**config.mk**
```make
export PLATFORM = sky130hd
export DESIGN_NAME = fifo_stream_reader
export DESIGN_NICKNAME = d
export VERILOG_FILES = /design/src/rtl/fifo_stream_reader.sv
export SDC_FILE = /design/constraint.sdc
export NUM_CORES = 1
export LEC_CHECK = 0
export CORE_UTILIZATION = 54
export DETAILED_ROUTE_END_ITERATION = 7
export PLACE_DENSITY = 0.82
export SLEW_MARGIN = 40
export SYNTH_ARGS = -nofsm -noshare
export SYNTH_HDL_FRONTEND = slang
export SYNTH_SLANG_ARGS = --single-unit
```
**constraint.sdc**
```tcl
create_clock -name rdclk -period 4 [get_ports rdclk]
set_input_delay 0.8 -clock rdclk [delete_from_list [all_inputs] [get_ports rdclk]]
set_output_delay 0.8 -clock rdclk [all_outputs]
set_load 0.02 [all_outputs]
```
**src/rtl/fifo_stream_reader.sv**
```systemverilog
`default_nettype none
// +--------------------------------------------------------------------------+
// | Module   : fifo_stream_reader                                             |
// | Purpose  : FIFO read-side consumer; credit-gated skid buffer to stream.   |
// | Revision : 1.0                                                            |
// +--------------------------------------------------------------------------+
module fifo_stream_reader #(
   parameter int p_WIDTH      = 8,
   parameter int p_RD_LATENCY = 1,
   localparam int lp_DEPTH    = p_RD_LATENCY + 2,
   localparam int lp_LVL_W    = $clog2(lp_DEPTH + 1)
) (
   input  logic                rdclk,
   input  logic                rdrst,
   input  logic                fifo_empty,
   input  logic [p_WIDTH-1:0]  fifo_rddata,
   output logic                fifo_rdena,
   output logic [p_WIDTH-1:0]  m_data,
   output logic                m_valid,
   input  logic                m_ready,
   output logic [lp_LVL_W-1:0] level
);

   localparam int lp_PTR_W = $clog2(lp_DEPTH);
   localparam int lp_SUM_W = lp_LVL_W + 1;

   logic [p_WIDTH-1:0]      mem_q [lp_DEPTH];
   logic [lp_PTR_W-1:0]     wr_ptr_q, wr_ptr_d;
   logic [lp_PTR_W-1:0]     rd_ptr_q, rd_ptr_d;
   logic [lp_LVL_W-1:0]     occ_q, occ_d;
   logic [lp_LVL_W-1:0]     inflight;
   logic [p_RD_LATENCY-1:0] fire_q, fire_d;
   logic                    fire;
   logic                    push;
   logic                    pop;

   function automatic logic [lp_PTR_W-1:0] ptr_inc(input logic [lp_PTR_W-1:0] p);
      return (p == lp_PTR_W'(lp_DEPTH - 1)) ? '0 : p + 1'b1;
   endfunction

   always_comb begin
      inflight = '0;
      for (int i = 0; i < p_RD_LATENCY; i++) begin
         inflight = inflight + lp_LVL_W'(fire_q[i]);
      end
   end

   // Credit gate: a read is only issued if its word is guaranteed a slot.
   assign fifo_rdena = rdrst & ~fifo_empty &
                       ((lp_SUM_W'(occ_q) + lp_SUM_W'(inflight)) < lp_SUM_W'(lp_DEPTH));
   assign fire       = fifo_rdena & ~fifo_empty;
   assign push       = fire_q[p_RD_LATENCY-1];
   assign m_valid    = (occ_q != '0);
   assign pop        = m_valid & m_ready;
   assign m_data     = mem_q[rd_ptr_q];
   assign level      = occ_q;

   generate
      if (p_RD_LATENCY == 1) begin : g_pipe_single
         assign fire_d = fire;
      end else begin : g_pipe_multi
         assign fire_d = {fire_q[p_RD_LATENCY-2:0], fire};
      end
   endgenerate

   always_comb begin
      wr_ptr_d = wr_ptr_q;
      rd_ptr_d = rd_ptr_q;
      if (push) begin
         wr_ptr_d = ptr_inc(wr_ptr_q);
      end
      if (pop) begin
         rd_ptr_d = ptr_inc(rd_ptr_q);
      end
      occ_d = occ_q + lp_LVL_W'(push) - lp_LVL_W'(pop);
   end

   always_ff @(posedge rdclk) begin
      if (!rdrst) begin
         wr_ptr_q <= '0;
         rd_ptr_q <= '0;
         occ_q    <= '0;
         fire_q   <= '0;
      end else begin
         wr_ptr_q <= wr_ptr_d;
         rd_ptr_q <= rd_ptr_d;
         occ_q    <= occ_d;
         fire_q   <= fire_d;
      end
   end

   // Storage needs no reset; a stray write during reset is never made visible.
   always_ff @(posedge rdclk) begin
      if (push) begin
         mem_q[wr_ptr_q] <= fifo_rddata;
      end
   end

endmodule
`default_nettype wire

```
==> impl_metrics.toml, run 1 <==
[timing]
post-route-period-util_pct = 83.7
finalHoldViolCount = 0
setup_viol = 0
slew_viol_final = 0
rsz0062_at_grt = "false"
tightest_slew_ns = 0.695
finClkSkew_ns = 0.0170
slew_headroom_pct = 53.5
fin_crit_ns = 3.35
tns_ns = 0
fmax_ghz = 0.299

[placed_design]
gp_congestion = 0.737
placed_area_um2 = 1550
port-buffer-count = 23
place_hpwl_mm = 1.40
placed_cells = 142

[grt]
antenna_found_initial = 0
grt_use_total_pct = 18.3
grt_pass1_wl_mm = 3.21
grt_max_degree = 17
overflow = 0
grt_pass1_vias = 765

[finish]
drive_gt1_share_pct = 9.02
final_cells = 150
diodes = 0
final_core_util_pct = 71.7
syn_to_final_growth_pct = 24.4
fin_area_um2 = 1600
regArea_um2 = 901
nNetsFinal = 136
multi_input_area_um2 = 370
fill_cells = 160

[die]
core_um2 = 2230
row_count = 17
initial_utilization_pct = 57.6
die_h_um = 50.8
dieArea_um2 = 2580
io_pins = 24
fp.dieW_um = 50.8

[setup_path]
worstSetupPathType = "primary input to output pin"
cp-end-kind = "output pin"
critPathMaxFanout = 7
crit_arrival_ns = 2.55
start_kind = "primary input"
worstPathRequired_ns = 3.20

[yosys]
ys_top_cells_by_area = "edfxtp_1 (56%), dfxtp_1 (14%), mux2i_1 (7.8%), nand2_1 (3.2%), o21ai_0 (3.1%)"
yosys_warnings = 0
syn-instance-count = 92
syn_area_um2 = 1290
synth_top_area_share_pct = 56.0
netlist-cell-type-count = 24
yosysTopAreaCell = "edfxtp_1"
ys_seq_elements = 33
syn-num-nets = 107
ys_seq_area_share_pct = 70.0
syn_area_per_cell_um2 = 14.0

[power]
p_leak_nw = 0.562
p_int_w = 0.000585
vdd_ir_drop_max_mv = 0.425
power_density_nw_per_um2 = 516
clockPowerShare_pct = 20.2
netSwitchingFraction_pct = 29.2
power.switching_w = 0.000241
p_seq_share_pct = 52.2
p_comb_share_pct = 27.6

[clocking]
clk_pin_slew_ns = 0.09
clock_latency_ns = 0.32
cts.repair.resized = 0
cts.sinks = 33
htreeDepth = 2
cts-root-buf = "clkbuf_4"
cts_hold_buffers = 0
cts_tree = "yes"
post_cts_buffers = 0
clk_path_buf_depth = 2
numCtsBuffers = 5

[status]
status = "complete, no violations"

[route]
wl_per_cell_um = 13.1
drt_wl_total_mm = 1.97
first_pass_iters = 4
vias = 796
drt_iter0_markers = 26
drc_errors = 0
ant_nets = 0
routed_via_density = 5.31

[job]
drv_cap = 0

[hold_path]
hp-class = "flip-flop to flip-flop"
## sequential cells by signal, summed over array words and instances (netlist names), named ones only
name,cells
fire_q,1
level,2
mem_q,24
rd_ptr_q,2
wr_ptr_q,2
## final cells by class
cell class | instances | share of cell area [%]
Inverter | 2 | 0.469
Clock buffer | 7 | 2.81
Sequential cell | 33 | 56.2
Tap cell | 28 | 2.19
Clock inverter | 1 | 0.312
Multi-Input combinational cell | 55 | 23.1
Timing Repair Buffer | 24 | 14.8
## path summary, 6_finish.rpt
path                            startpoint                    end  slack [ns]  cells after the start
setup / recovery                     rdrst             fifo_rdena        0.65                      4
hold / removal    rd_ptr_q[0]$_SDFFE_PN0P_              flip-flop        0.51                      2
setup reg to reg         fire_q$_SDFF_PN0_  mem_q[0][5]$_DFFE_PP_        2.39                      3
hold reg to reg   rd_ptr_q[0]$_SDFFE_PN0P_              flip-flop        0.51                      2
## critical path, cell delays in order
cell and delay (ns):
clkdlybuf4s50_1 0.53, inv_1 0.14, a2111oi_0 0.40, clkdlybuf4s50_1 0.68
## cells in the mapped netlist, drive strengths merged
library cell / number
inv: 2
nand2: 11
nand2b: 2
o21ai: 9
nor2b: 2
a2111oi: 2
o21a: 1
clkbuf: 1
xnor2: 1
buf: 1
dfxtp: 9
ha: 3
edfxtp: 24
and2: 1
mux2i: 10
a21oi: 4
and4bb: 1
and3b: 1
or2: 1
nor2: 4
nor3: 1
or3: 1
## per-layer routing
layer	up-vias	track usage (%)	wire, µm
li1	396	-	-
met1	374	19.3	818
met2	22	30.4	1040
met3	4	7.14	88
met4	0	11.6	23
met5	-	0	0
## power groups by stage
stage | logic [W] | registers [W] | clock network (W)
finish | 0.000228 | 0.000431 | 0.000167
global route | 0.000247 | 0.000435 | 0.000181
CTS | 0.000231 | 0.000432 | 0.000170
detailed placement | 0.000230 | 0.000441 | 0
global placement | 0.000220 | 0.000437 | 0
floorplan | 0.000135 | 0.000427 | 0
## cell usage in the layout (no fill, tap or decap), types with 2 or more instances in the layout
master and n:
edfxtp_1 24, clkdlybuf4s50_1 23, nand2_1 11, mux2i_1 10
dfxtp_1 9, o21ai_0 8, clkbuf_4 5, nor2_1 4
a21oi_1 3, ha_1 3, inv_1 2, a2111oi_0 2
nor2b_1 2, nand2b_1 2, clkbuf_1 2
## logic make-up after synthesis
| logic type | count (synthesis) | synth area share, % |
|---|---|---|
| flops | 33 | 70.0 |
| simple gates | 25 | 9.82 |
| compound gates | 16 | 7.58 |
| mux | 10 | 7.77 |
| buf+inv | 4 | 1.26 |
| fa+ha+maj | 3 | 2.92 |
| xor+xnor | 1 | 0.680 |
## per-stage QoR
| step | total power [W] | hold slack [ns] | worst slack [ns] |
|---|---|---|---|
| 6_report | 0.000826 | 0.510 | 0.654 |
| 4_1_cts | 0.000833 | 0.511 | 0.632 |
| 5_1_grt | 0.000864 | 0.543 | 0.521 |
| 3_5_place_dp | 0.000671 | 0.503 | 0.649 |
| 3_3_place_gp | 0.000657 | 0.477 | 0.727 |
| 2_1_floorplan | 0.000563 | 0.463 | 1.13 |
No activity file was read; power rests on OpenSTA's default activity.
==> run 2: changes to the inputs <==
--- a/config.mk
+++ b/config.mk
@@ -5,9 +5,9 @@
 export SDC_FILE = /design/constraint.sdc
 export NUM_CORES = 1
 export LEC_CHECK = 0
-export CORE_UTILIZATION = 54
+export CORE_UTILIZATION = 50
 export DETAILED_ROUTE_END_ITERATION = 7
-export PLACE_DENSITY = 0.82
+export PLACE_DENSITY = 0.77
 export SLEW_MARGIN = 40
 export SYNTH_ARGS = -nofsm -noshare
 export SYNTH_HDL_FRONTEND = slang
==> constraint.sdc (replaced) <==
create_clock -name rdclk -period 3.5 [get_ports rdclk]
set_input_delay 0.7 -clock rdclk [delete_from_list [all_inputs] [get_ports rdclk]]
set_output_delay 0.7 -clock rdclk [all_outputs]
set_load 0.02 [all_outputs]
==> run 2 against run 1 <==
Clock skew is 0.0096 ns lower. Worst hold slack got worse by 0.016 ns. Largest power group unchanged. Largest cell class unchanged. Sequential power is 14% higher. Die area grew 7.7%. Combinational power grew 14%. Cell area increased by 0.23%. Utilization decreased by 6.3 points.
==> impl_metrics.toml, run 2 (synthesis gave the netlist of run 1 again) <==
[status]
status = "complete, no violations"

[placed_design]
port-buffer-count = 23
gp_congestion = 0.744
placed_area_um2 = 1550
place_hpwl_mm = 1.58

[route]
drc_errors = 0
first_pass_iters = 4
drt_wl_total_mm = 2.21
vias = 800
drt_iter0_markers = 22
ant_nets = 0
routed_via_density = 5.26
wl_per_cell_um = 14.5

[clocking]
clock_latency_ns = 0.33
numCtsBuffers = 5
cts_tree = "yes"
cts.sinks = 33
cts-root-buf = "clkbuf_4"
clk_pin_slew_ns = 0.10
cts.repair.resized = 0
post_cts_buffers = 0
htreeDepth = 2
clk_path_buf_depth = 2
cts_hold_buffers = 0

[die]
initial_utilization_pct = 52.4
io_pins = 24
die_h_um = 52.7
fp.dieW_um = 52.7
row_count = 18
core_um2 = 2450
dieArea_um2 = 2780

[finish]
fin_area_um2 = 1610
nNetsFinal = 136
syn_to_final_growth_pct = 24.7
diodes = 0
regMostFlops = "mem_q"
final_common_cell = "edfxtp_1"
largest_reg_flops = 24
drive_gt1_share_pct = 9.84
final_cell_mix = "edfxtp_1 (24), clkdlybuf4s50_1 (23), nand2_1 (11)"

[grt]
antenna_found_initial = 0
overflow = 0
grt_pass1_wl_mm = 3.39
grt_use_total_pct = 19.4
grt_pass1_vias = 746
grt_max_degree = 17

[setup_path]
crit_arrival_ns = 2.40
worstPathRequired_ns = 2.80
critPathMaxFanout = 7
cp-end-kind = "output pin"
crit_chain = "clkdlybuf4s50_1 -> inv_1 -> a2111oi_0 -> clkdlybuf4s50_1"
worstSetupPathType = "primary input to output pin"
cp_slowest_stage_delay_ns = 0.68
cpMaxStageDelayCell = "clkdlybuf4s50_1"
crit_top_cell = "clkdlybuf4s50_1"
start_kind = "primary input"

[timing]
finalHoldViolCount = 0
fmax_ghz = 0.322
slew_viol_final = 0
finClkSkew_ns = 0.00737
setup_viol = 0
fin_crit_ns = 3.10
tns_ns = 0
rsz0062_at_grt = "false"
post-route-period-util_pct = 88.6
slew_headroom_pct = 50.3
tightest_slew_ns = 0.743

[job]
drv_cap = 0

[power]
p_leak_nw = 0.565
vdd_ir_drop_max_mv = 0.371
power_density_nw_per_um2 = 592

[hold_path]
hp-class = "flip-flop to flip-flop"
[run 2: worst paths after layout]
kind	cells after the start	endpoint	from	slack [ns]
max	4	fifo_rdena	rdrst	0.40
min	2	flip-flop	rd_ptr_q[0]$_SDFFE_PN0P_	0.49
max reg2reg	3	mem_q[0][3]$_DFFE_PP_	fire_q$_SDFF_PN0_	1.90
min reg2reg	2	flip-flop	rd_ptr_q[0]$_SDFFE_PN0P_	0.49
[run 2: worst max-delay path: cells and delay by family]
family                 cells  cell delay (ns)
AO/OA/AOI/OAI              1             0.35
buffers and inverters      3             1.36
[run 2: layer usage]
metal,wire length [µm],vias up,global-route usage [%]
met5,0,-,0
met4,38,0,10.5
met3,114,4,9.57
met2,1170,26,32.1
met1,886,374,20.0
li1,-,396,-
[run 2: metrics by stage]
step	total power (W)	std cells	setup slack, ns	utilization [%]	hold WS, ns
global placement	0.000755	144	0.418	63.3	0.481
floorplan	0.000643	92	0.728	-	0.463
detailed placement	0.000764	144	0.393	63.3	0.492
finish	0.000950	152	0.399	65.4	0.494
global route	0.00100	152	0.218	65.4	0.518
CTS	0.000961	152	0.384	65.4	0.500
[run 2: layout make-up]
class,instances,area [µm²]
Sequential cell,33,901
Tap cell,30,37.5
Fill cell,192,850
Multi-Input combinational cell,55,370
Timing Repair Buffer,24,238
Clock inverter,2,10.0
Clock buffer,6,41.3
Inverter,2,7.51
[run 2: power by group]
| part | internal, W | leakage [nW] | switching, W |
|---|---|---|---|
| clock | 0.0000764 | 0.0320 | 0.000122 |
| sequential | 0.000451 | 0.292 | 0.0000412 |
| combinational | 0.000139 | 0.241 | 0.000120 |
| total | 0.000667 | 0.565 | 0.000284 |
